### src/rtl/mult_div_unit.sv
// Sequential MIPS MULT/DIV engine: radix-2 Booth multiply and restoring divide, 32 iterations each.
// Optional MULTDIV_UNSIGNED_EN adds the MDUnsigned port for MULTU/DIVU semantics.
module mult_div_unit #(
  parameter int unsigned WIDTH = 32,
  parameter int unsigned CNT_W = 6
) (
  input  logic             clk,
  input  logic             reset,
  input  logic [WIDTH-1:0] MDSrcA,
  input  logic [WIDTH-1:0] MDSrcB,
  input  logic             MDOp,
  input  logic             start,
`ifdef MULTDIV_UNSIGNED_EN
  input  logic             MDUnsigned,
`endif
  output logic             busy,
  output logic             done,
  output logic             DIV_ZERO,
  output logic [WIDTH-1:0] HI,
  output logic [WIDTH-1:0] LO
);

  // Two guard bits keep the Booth accumulator and the divide trial subtraction from overflowing.
  localparam int unsigned ACC_W = WIDTH + 2;

  typedef enum logic [1:0] {S_IDLE, S_MULT, S_DIV, S_FINISH} state_t;

  state_t             state_q, state_d;
  logic [CNT_W-1:0]   cnt_q, cnt_d;
  logic [ACC_W-1:0]   acc_q, acc_d;
  logic [ACC_W-1:0]   m_q, m_d;
  logic [WIDTH-1:0]   mq_q, mq_d;
  logic               qm1_q, qm1_d;
  logic               op_q, op_d;
  logic               uns_q, uns_d;
  logic               bmsb_q, bmsb_d;
  logic               neg_quo_q, neg_quo_d;
  logic               neg_rem_q, neg_rem_d;
  logic               dz_q, dz_d;
  logic               busy_q, busy_d;
  logic               done_q, done_d;
  logic               dzo_q, dzo_d;
  logic [WIDTH-1:0]   hi_q, hi_d;
  logic [WIDTH-1:0]   lo_q, lo_d;

  logic               uns_in;
  logic [ACC_W-1:0]   sum;
  logic [ACC_W-1:0]   trial;
  logic [WIDTH:0]     shifted;
  logic               a_neg, b_neg;
  logic [WIDTH-1:0]   a_abs, b_abs;

`ifdef MULTDIV_UNSIGNED_EN
  assign uns_in = MDUnsigned;
`else
  assign uns_in = 1'b0;
`endif

  // Next-state and datapath
  always_comb begin
    state_d   = state_q;
    cnt_d     = cnt_q;
    acc_d     = acc_q;
    m_d       = m_q;
    mq_d      = mq_q;
    qm1_d     = qm1_q;
    op_d      = op_q;
    uns_d     = uns_q;
    bmsb_d    = bmsb_q;
    neg_quo_d = neg_quo_q;
    neg_rem_d = neg_rem_q;
    dz_d      = dz_q;
    hi_d      = hi_q;
    lo_d      = lo_q;
    done_d    = 1'b0;
    dzo_d     = 1'b0;
    sum       = acc_q;
    trial     = '0;
    shifted   = '0;

    a_neg = ~uns_in & MDSrcA[WIDTH-1];
    b_neg = ~uns_in & MDSrcB[WIDTH-1];
    a_abs = a_neg ? -MDSrcA : MDSrcA;
    b_abs = b_neg ? -MDSrcB : MDSrcB;

    case (state_q)
      S_IDLE: begin
        if (start) begin
          op_d  = MDOp;
          uns_d = uns_in;
          cnt_d = '0;
          acc_d = '0;
          qm1_d = 1'b0;
          dz_d  = 1'b0;
          if (!MDOp) begin
            m_d     = uns_in ? {2'b00, MDSrcA} : {{2{MDSrcA[WIDTH-1]}}, MDSrcA};
            mq_d    = MDSrcB;
            bmsb_d  = MDSrcB[WIDTH-1];
            state_d = S_MULT;
          end else begin
            m_d       = {2'b00, b_abs};
            mq_d      = a_abs;
            neg_quo_d = a_neg ^ b_neg;
            neg_rem_d = a_neg;
            if (MDSrcB == '0) begin
              dz_d    = 1'b1;
              state_d = S_FINISH;
            end else begin
              state_d = S_DIV;
            end
          end
        end
      end

      S_MULT: begin
        case ({mq_q[0], qm1_q})
          2'b01:   sum = acc_q + m_q;
          2'b10:   sum = acc_q - m_q;
          default: sum = acc_q;
        endcase
        // Arithmetic shift right of {acc, Q, q-1}
        acc_d = {sum[ACC_W-1], sum[ACC_W-1:1]};
        mq_d  = {sum[0], mq_q[WIDTH-1:1]};
        qm1_d = mq_q[0];
        cnt_d = cnt_q + CNT_W'(1);
        if (cnt_q == CNT_W'(WIDTH - 1)) state_d = S_FINISH;
      end

      S_DIV: begin
        shifted = {acc_q[WIDTH-1:0], mq_q[WIDTH-1]};
        trial   = {1'b0, shifted} - m_q;
        if (!trial[ACC_W-1]) begin
          acc_d = trial;
          mq_d  = {mq_q[WIDTH-2:0], 1'b1};
        end else begin
          acc_d = {1'b0, shifted};
          mq_d  = {mq_q[WIDTH-2:0], 1'b0};
        end
        cnt_d = cnt_q + CNT_W'(1);
        if (cnt_q == CNT_W'(WIDTH - 1)) state_d = S_FINISH;
      end

      S_FINISH: begin
        done_d  = 1'b1;
        dzo_d   = dz_q;
        state_d = S_IDLE;
        if (!dz_q) begin
          if (!op_q) begin
            // Booth treats the multiplier as signed; add M<<32 back for an unsigned multiplier with MSB set.
            hi_d = acc_q[WIDTH-1:0] + ((uns_q && bmsb_q) ? m_q[WIDTH-1:0] : '0);
            lo_d = mq_q;
          end else begin
            lo_d = neg_quo_q ? -mq_q : mq_q;
            hi_d = neg_rem_q ? -acc_q[WIDTH-1:0] : acc_q[WIDTH-1:0];
          end
        end
      end

      default: state_d = S_IDLE;
    endcase

    busy_d = (state_d != S_IDLE);
  end

  always_ff @(posedge clk or posedge reset) begin
    if (reset) begin
      state_q   <= S_IDLE;
      cnt_q     <= '0;
      acc_q     <= '0;
      m_q       <= '0;
      mq_q      <= '0;
      qm1_q     <= 1'b0;
      op_q      <= 1'b0;
      uns_q     <= 1'b0;
      bmsb_q    <= 1'b0;
      neg_quo_q <= 1'b0;
      neg_rem_q <= 1'b0;
      dz_q      <= 1'b0;
      busy_q    <= 1'b0;
      done_q    <= 1'b0;
      dzo_q     <= 1'b0;
      hi_q      <= '0;
      lo_q      <= '0;
    end else begin
      state_q   <= state_d;
      cnt_q     <= cnt_d;
      acc_q     <= acc_d;
      m_q       <= m_d;
      mq_q      <= mq_d;
      qm1_q     <= qm1_d;
      op_q      <= op_d;
      uns_q     <= uns_d;
      bmsb_q    <= bmsb_d;
      neg_quo_q <= neg_quo_d;
      neg_rem_q <= neg_rem_d;
      dz_q      <= dz_d;
      busy_q    <= busy_d;
      done_q    <= done_d;
      dzo_q     <= dzo_d;
      hi_q      <= hi_d;
      lo_q      <= lo_d;
    end
  end

  assign busy     = busy_q;
  assign done     = done_q;
  assign DIV_ZERO = dzo_q;
  assign HI       = hi_q;
  assign LO       = lo_q;

endmodule
### config.mk
export PLATFORM = sky130hd
export DESIGN_NAME = mult_div_unit
export DESIGN_NICKNAME = d
export VERILOG_FILES = /design/src/rtl/mult_div_unit.sv
export SDC_FILE = /design/constraint.sdc
export NUM_CORES = 1
export LEC_CHECK = 0
export ABC_AREA = 1
export CORE_MARGIN = 2
export CORE_UTILIZATION = 40
export CTS_CLUSTER_DIAMETER = 100
export CTS_CLUSTER_SIZE = 24
export DETAILED_ROUTE_END_ITERATION = 8
export GPL_TIMING_DRIVEN = 1
export HOLD_SLACK_MARGIN = 0.03
export PLACE_DENSITY = 0.57
export SYNTH_ARGS = -nofsm -noshare
export SYNTH_HDL_FRONTEND = slang
export SYNTH_SLANG_ARGS = --single-unit
### constraint.sdc
create_clock -name clk -period 5.47 [get_ports clk]
set_input_delay 1.094 -clock clk [delete_from_list [all_inputs] [get_ports clk]]
set_output_delay 1.094 -clock clk [all_outputs]
set_load 0.02 [all_outputs]
==> results.sh <==
export IMPL_ys_flop_type="dfrtp_1"
export IMPL_switching_share_pct=59.0
export IMPL_grt_max_degree=180
export IMPL_place_gp_congestion=0.970
export IMPL_fmax_mhz=238
export IMPL_tightest_slew_ps=1040
export IMPL_reg2reg_depth=19
export IMPL_grt_pass1_wl_microns=108000
export IMPL_cp_endpoint="acc_q[27]$_DFFE_PP0P_"
export IMPL_synth_cell_area_sq_um=17500
export IMPL_cellPowerDensity_nw_per_um2=657
export IMPL_yosysTopAreaCell="dfrtp_1"
export IMPL_drive_gt1_share_pct=4.26
export IMPL_die_area_sq_um=45500
export IMPL_yosysMostFrequentCell="nand2_1"
export IMPL_worst_setup_path_end_kind="flop"
export IMPL_setup_tns_ps=0
export IMPL_hp_class="flop to flop"
export IMPL_pwr_share_clk_pct=9.7
export IMPL_cp_max_fo=5
export IMPL_rsz0062_at_grt="no"
export IMPL_ir_drop_v=0.000337
export IMPL_period_needed_ps=4200
export IMPL_grt_usage_pct=31.6
export IMPL_diodes=0
export IMPL_synth_common_cells="nand2_1, inv_1, nor2_1, nand3_1, o21ai_0"
export IMPL_first_iter_violations=2140
export IMPL_clock_path_buffers=2
export IMPL_syn_inst=2827
export IMPL_hold_start="dz_q$_DFFE_PP0P_"
export IMPL_cp_data_arrival_time_ps=4570
export IMPL_reg2reg_from="m_q[0]$_DFFE_PP0P_"
export IMPL_num_fill_cells=4638
export IMPL_fp_row_count=76
export IMPL_routed_wirelength_microns=72000
export IMPL_cts_buffers=17
export IMPL_via_count=19400
export IMPL_core_area_sq_um=43200
export IMPL_syn_nets=2974
export IMPL_vias_per_cell=5.55
export IMPL_clock_sinks=179
export IMPL_synthArstFlopShare_pct=100
export IMPL_drv_slew=0
export IMPL_drc_errors=0
export IMPL_root_buffer="clkbuf_16"
export IMPL_synthTopCellsByArea="dfrtp_1, nand2_1, inv_1, nor2_1, nand3_1"
export IMPL_syn_area_per_cell_sq_um=6.20
export IMPL_crit_start="m_q[0]$_DFFE_PP0P_"
export IMPL_syn_to_final_growth_pct=13.3
export IMPL_ys_warn_count=0
export IMPL_synth_edf_count=0
export IMPL_finalHoldViolations=0
export IMPL_start_util_pct=40.6
export IMPL_cts_tree="built"
export IMPL_final_cell_count_no_fill=3498
export IMPL_synth_seq_area_share_pct=25.5
export IMPL_p_seq_share_pct=18.8
export IMPL_critical_path_startpoint_type="flop"
export IMPL_grt_ovfl_total=0
export IMPL_cts_hold_buf=0
export IMPL_required_ps=5840
export IMPL_post_cts_resize_count=0
export IMPL_relSlewSlack_pct=30.7
export IMPL_synth_cell_types=56
export IMPL_antenna_found_initial=0
export IMPL_crit_type="flop to flop"
export IMPL_setup_viol=0
export IMPL_fin_crit_sh_pct=76.8
export IMPL_power_leakage_nw=9.90
export IMPL_synth_top_area_share_pct=25.5
export IMPL_clock_latency_ps=480
export IMPL_dp_cells=3466
export IMPL_fin_nets=3047
export IMPL_htreeDepth=4
export IMPL_grt_pass1_vias=17500
export IMPL_boundaryPins=135
export IMPL_cap_viol_max_count=0
export IMPL_ant_nets=0
export IMPL_dr_pass1_iters=6
export IMPL_cts_setup_buffers=0
export IMPL_combPwrFrac_pct=71.5
export IMPL_outcome="completed"
export IMPL_final_cell_area_sq_um=19900
export IMPL_ys_ff_latch=179
export IMPL_die_h_microns=213
export IMPL_wl_per_cell_microns=20.6
export IMPL_dp_hpwl_microns=57800
export IMPL_r2r_slack_ps=1270
export IMPL_die_w_microns=213
export IMPL_place_area_sq_um=19300
export IMPL_port_buffers=134
export IMPL_switching_power_mw=7.71
export IMPL_timing_rr_end="acc_q[27]$_DFFE_PP0P_"
export IMPL_p_int_mw=5.36
export IMPL_finClkSkew_ps=18.4
export IMPL_clk_pin_slew_worst_paths_ps=80
==> area by class of cell <==
type / count / area [sq um] / share of cell area (%)
Tap cell: 585 / 732 / 3.68
Multi-Input combinational cell: 2179 / 11200 / 56.5
Sequential cell: 179 / 4480 / 22.5
Timing Repair Buffer: 150 / 1470 / 7.39
Clock inverter: 13 / 128 / 0.642
Clock buffer: 19 / 443 / 2.23
Inverter: 373 / 1400 / 7.06
==> worst max-delay path, stage by stage (launching register included) <==
cell and delay, ps:
dfrtp_1 500, nor3_1 230, nand2_1 220, nor2_1 440, inv_1 150, o31ai_1 330, nand2_1 150, xor2_1 180
inv_1 80, ha_1 340, inv_1 90, o21ai_0 140, or2_2 370, o21bai_1 160, nor2_1 200, a21oi_1 110
o21ai_0 200, nand2_1 70, nand2_1 60, nand2_1 50
==> layer usage <==
layer	part of all wire [%]	wire (microns)	vias up	GRT usage, %
met5	0	0	-	0
met4	2.2	1620	0	8.21
met3	8.9	6390	76	5.18
met2	41	29800	860	45.2
met1	47	34200	9132	48.7
li1	-	-	9347	-
==> cell usage in the layout, fill, tap and decap left out, types with 17 or more instances in the layout <==
master,n
a21oi_1,170
a221oi_1,17
a31oi_1,20
clkbuf_16,17
clkdlybuf4s50_1,133
dfrtp_1,179
ha_1,77
inv_1,362
nand2_1,821
nand3_1,206
nand4_1,23
nor2_1,286
nor3_1,40
o211ai_1,31
o21ai_0,196
o21ai_1,20
xor2_1,91
==> stage by stage <==
stage                     hold WS [ps]  util [%]  power, mW  worst slack (ps)
after global placement             458      44.7       11.5              1390
after global routing               483      46.0       14.1              1020
after CTS                          472      46.0       12.8              1400
after floorplan                    436         -       8.56              2080
final                              470      46.0       13.1              1270
after detailed placement           454      44.7       11.5              1340
==> how the worst min path moves through the flow <==
stage / to / depth (start not counted)
after floorplan: DIV_ZERO$_DFF_PP0_ / 2
after global placement: DIV_ZERO$_DFF_PP0_ / 2
after detailed placement: DIV_ZERO$_DFF_PP0_ / 2
after CTS: DIV_ZERO$_DFF_PP0_ / 2
after global routing: DIV_ZERO$_DFF_PP0_ / 2
final: DIV_ZERO$_DFF_PP0_ / 2
==> cells by family after synthesis <==
group / share of synthesized area, %
AO/OA/AOI/OAI: 17.1
XOR/XNOR: 5.34
adder cells (fa/ha/maj): 5.72
buffers and inverters: 10.5
flip-flops: 25.5
AND/OR/NAND/NOR: 35.8
==> registers in the layout (all words and copies together), names as in the netlist <==
name       cells
acc_q         34
m_q           33
HI            32
LO            32
mq_q          32
cnt_q          6
state_q        2
DIV_ZERO       1
busy           1
done           1
dz_q           1
neg_quo_q      1
neg_rem_q      1
op_q           1
qm1_q          1
==> power by group through the flow <==
stage	registers, mW	clock network (mW)	logic, mW
final	2.46	1.27	9.34
after detailed placement	2.46	0	9.09
after global routing	2.51	1.34	10.3
after global placement	2.45	0	9.07
after floorplan	2.44	0	6.12
after CTS	2.43	1.29	9.13
Note: power is estimated with default switching activity, not from simulation.
==> edit 1, RTL diff (same flow settings) <==
Make the reset (`reset`) synchronous in one clocked block.
--- a/src/rtl/mult_div_unit.sv
+++ b/src/rtl/mult_div_unit.sv
@@ -164,3 +164,3 @@
 
-  always_ff @(posedge clk or posedge reset) begin
+  always_ff @(posedge clk) begin
     if (reset) begin
Function: differs if reset is asserted again (counterexample within 4 cycles, from zero or initial values and one cycle with reset high); with reset held inactive, the same outputs for 10 cycles.
==> edit 1 against the unedited design <==
Sequential cell count stayed put; non-clock buffer count grew 3; worst setup slack gained 0.099 ns; wire length increased by 2.5%; synthesized cell count grew 6.3%; design area fell by 0.30%; area after synthesis about the same.
Power is left out: it rests on default switching activity, and per cell area and clock period it moved more than threefold.
==> edit 1: results (changes against the unedited design) <==
run_status:
  status: "finished clean"
routing:
  drc: 0  # unchanged
  drt_iter0_markers: 2005  # -6.3%
  routed-via-count: 20190  # +4.0%
  dr_wl_met2_um: 35960  # +21%
  drt-total-wl_um: 73740  # +2.5%
  met1_length_um: 30800  # -9.8%
  highest_layer: "met4"
  met3_wirelength_um: 3294  # -48%
  dr.pass1.iters: 8  # +2
logic_synthesis:
  synth-main-ff-cell: "dfxtp_1"
  syn-instance-count: 3005  # +6.3%
  seq_area_frac_synth: 0.2045  # -0.05092
  ys_top_cells_by_count: "770 x nand2_1, 412 x inv_1, 298 x nor2_1, 282 x a21oi_1, 227 x nand3_1"
  ys_top_cells_by_area: "dfxtp_1 20%, nand2_1 16%, inv_1 8.8%, a21oi_1 8.1%, nand3_1 6.5%"
  async_reset_ff_frac: 0  # -1.000
  yosysWarnings: 0  # unchanged
  synthDistinctLibCells: 50  # -11%
global_routing:
  grtUsageTotal: 0.3254  # +0.009330
  grtUsageMet3: 0.03177  # -0.02008
  antenna_found_initial: 0  # unchanged
  grt_pass1_wl_um: 111000  # +3.1%
  grt_max_degree: 112  # -38%
  grt_pass1_vias: 19050  # +9.1%
  grtUsageMet2: 0.5681  # +0.1157
  met1_usage: 0.3981  # -0.08860
cells_and_area:
  fin_nets: 3199  # +5.0%
  antenna_cells: 0  # unchanged
  drive_gt1_frac: 0.04111  # -0.001459
  top_regs: "acc_q x34, m_q x33"
  stdcell_count: 3650  # +4.3%
place:
  portBuffers: 134  # unchanged
  gp_congestion: 0.9636  # -0.65%
  hpwl_um: 57890  # +0.18%
  place_area_mm2: 0.01920  # -0.53%
  pre_cts_ws_ns: 1.440  # +0.09847 ns
  place_inst: 3618  # +4.4%
sta:
  clock_skew_ns: 0.01315  # -0.005255 ns
  worstMarginPinSlew_ns: 1.100  # +0.06131 ns
worst_setup_path:
  path_max_fanout: 6  # +1
  crit_arrival_ns: 4.43  # -0.14 ns
clock_tree:
  htreeDepth: 4  # unchanged
  cts_setup_buffers: 0  # unchanged
  cts_resized: 0  # unchanged
  cts_root_buffer: "clkbuf_16"
  cts_buffer_depth: 2  # unchanged
  clk_transition_reported_paths_ns: 0.07
  clock_latency_ns: 0.49
  numCtsBuffers: 17  # unchanged
worst_hold_path:
  hp-class: "flop to flop"
## edit 1: cell types whose count changed in the layout (fill, tap and decap cells not counted), sizes merged, moves of 18 or more
cell,change
o22ai,+21
dfxtp,+179
dfrtp,-179
o21ai,-25
nand2,-55
a21oi,+128
nand3,+18
o221ai,+24
inv,+53
## edit 1: cell type report
type,count,area [µm²]
fill,4816,23350
multi-input combinational,2276,11820
sequential,179,3583
inverter,425,1595
timing repair buffer,153,1476
tap,585,732.0
clock buffer,18,429.2
clock inverter,14,185.2
## edit 1: path summary, 6_finish.rpt
check,from,to,slack [ns],depth (start not counted)
worst max-delay path,m_q[1],acc_q[30],1.37,27
worst min-delay path,m_q[3],m_q[3],0.47,2
worst min register to register,m_q[3],m_q[3],0.47,2
worst max register to register,m_q[1],acc_q[30],1.37,27
## edit 1: cell families (layout without fill, tap and decap cells)
kind of cell | Yosys count | count (layout) | share of synthesized area
buffers and inverters | 550 | 610 | 0.1219
AO/OA/AOI/OAI | 640 | 640 | 0.2091
adder cells (fa/ha/maj) | 79 | 79 | 0.05726
flip-flops | 179 | 179 | 0.2045
AND/OR/NAND/NOR | 1443 | 1443 | 0.3502
XOR/XNOR | 114 | 114 | 0.05698
## edit 1: critical path: stages, from the launching register on
cell	delay [ns]
dfxtp_1	0.31
inv_1	0.18
ha_1	0.20
inv_1	0.05
nor2_1	0.12
inv_1	0.09
nor2_2	0.10
nand3_1	0.12
nor3_2	0.19
nand3_2	0.11
nor2_2	0.17
nand4_1	0.19
nand2_1	0.15
xor2_1	0.17
inv_1	0.06
ha_1	0.35
a21oi_1	0.31
o21ai_0	0.20
a21oi_1	0.24
nor2_1	0.08
nor2_1	0.13
nand2_1	0.07
nand2_1	0.05
nand3_1	0.06
nand2_1	0.08
nand2_1	0.05
nand2_1	0.06
a21oi_1	0.06
==> edit 2, RTL diff (config.mk and constraints unchanged) <==
Without the edit above. The option `MULTDIV_UNSIGNED_EN` is turned on by a define.
--- a/src/rtl/mult_div_unit.sv
+++ b/src/rtl/mult_div_unit.sv
@@ -2,2 +2,4 @@
 // Optional MULTDIV_UNSIGNED_EN adds the MDUnsigned port for MULTU/DIVU semantics.
+`define MULTDIV_UNSIGNED_EN
+
 module mult_div_unit #(
Interface: changed (added MDUnsigned); port bits go from 135 to 136. No check against the original RTL was run, so the function may have changed too.
==> edit 2 against the unedited design <==
Combinational power up 40%; design area up 14%; clock skew down 0.00080 ns; worst setup slack worse by 0.17 ns; sequential cell count up 2; area after synthesis up 14%; wire length up 25%; total power up 32%.
==> edit 2: results (changes against the unedited design) <==
run_status:
  status: "finished clean"
power_and_ir_drop:
  p_leak_nw: 11.30  # +14%
  clock_power_mw: 1.37  # +8%
  power_density_mw_per_mm2: 763.1  # +16%
  intPower_mw: 6.540  # +22%
  p_sw_frac: 0.6202  # +0.03016
  combPwrFrac: 0.760  # +0.045
  ir_worst_vdd_v: 0.0003541  # +5.0%
logic_synthesis:
  seq_area_frac_synth: 0.2270  # -0.02839
  synthDistinctLibCells: 55  # -1.8%
  ys_top_cells_by_count: "917 x nand2_1, 426 x inv_1, 383 x nor2_1, 260 x nand3_1, 221 x a21oi_1"
  synthAdderAreaFrac: 0.07074  # +0.01352
place:
  place_inst: 4006  # +16%
  pre_cts_ws_ns: 1.188  # -0.1543 ns
  portBuffers: 135  # +0.75%
routing:
  drt_iter0_markers: 2200  # +2.8%
  vias_per_cell: 5.587  # +0.66%
  met1_length_um: 36920  # +8.1%
  drt-total-wl_um: 89700  # +25%
  dr_wl_met2_um: 40880  # +37%
worst_setup_path:
  r2r_slack_ns: 1.10  # -0.17 ns
  path_max_fanout: 8  # +3
global_routing:
  grt_max_degree: 113  # -37%
  grtUsageMet3: 0.05756  # +0.005718
worst_hold_path:
  hold_start: "HI[28]"
sta:
  worstMarginPinSlew_ns: 1.082  # +0.04308 ns
cells_and_area:
  n_fill_cell: 5362  # +16%
edit 2: cell types whose count changed after synthesis, moves of 15 or more:
| cell | unedited run | this run |
|---|---|---|
| nand2_1 | 822 | 917 |
| nand3_1 | 206 | 260 |
| a21oi_1 | 170 | 221 |
| o21bai_1 | 7 | 22 |
| inv_1 | 364 | 426 |
| nor2_1 | 286 | 383 |
| ha_1 | 77 | 108 |
| a31oi_1 | 20 | 37 |
edit 2: worst max path at each step:
stage	to	slack [ns]	depth (start not counted)
4_1_cts	acc_q[30]	1.25	20
5_1_grt	acc_q[24]	0.82	24
6_report	acc_q[24]	1.10	24
3_3_place_gp	acc_q[30]	1.08	20
2_1_floorplan	DIV_ZERO	2.05	1
3_5_place_dp	mq_q[28]	1.19	12
edit 2: cell type report:
cell class	instances	share of cell area
Multi-Input combinational cell	2561	0.5912
Sequential cell	181	0.2007
Inverter	435	0.07252
Timing Repair Buffer	165	0.07041
Tap cell	664	0.03682
Clock buffer	17	0.01885
Clock inverter	15	0.009536
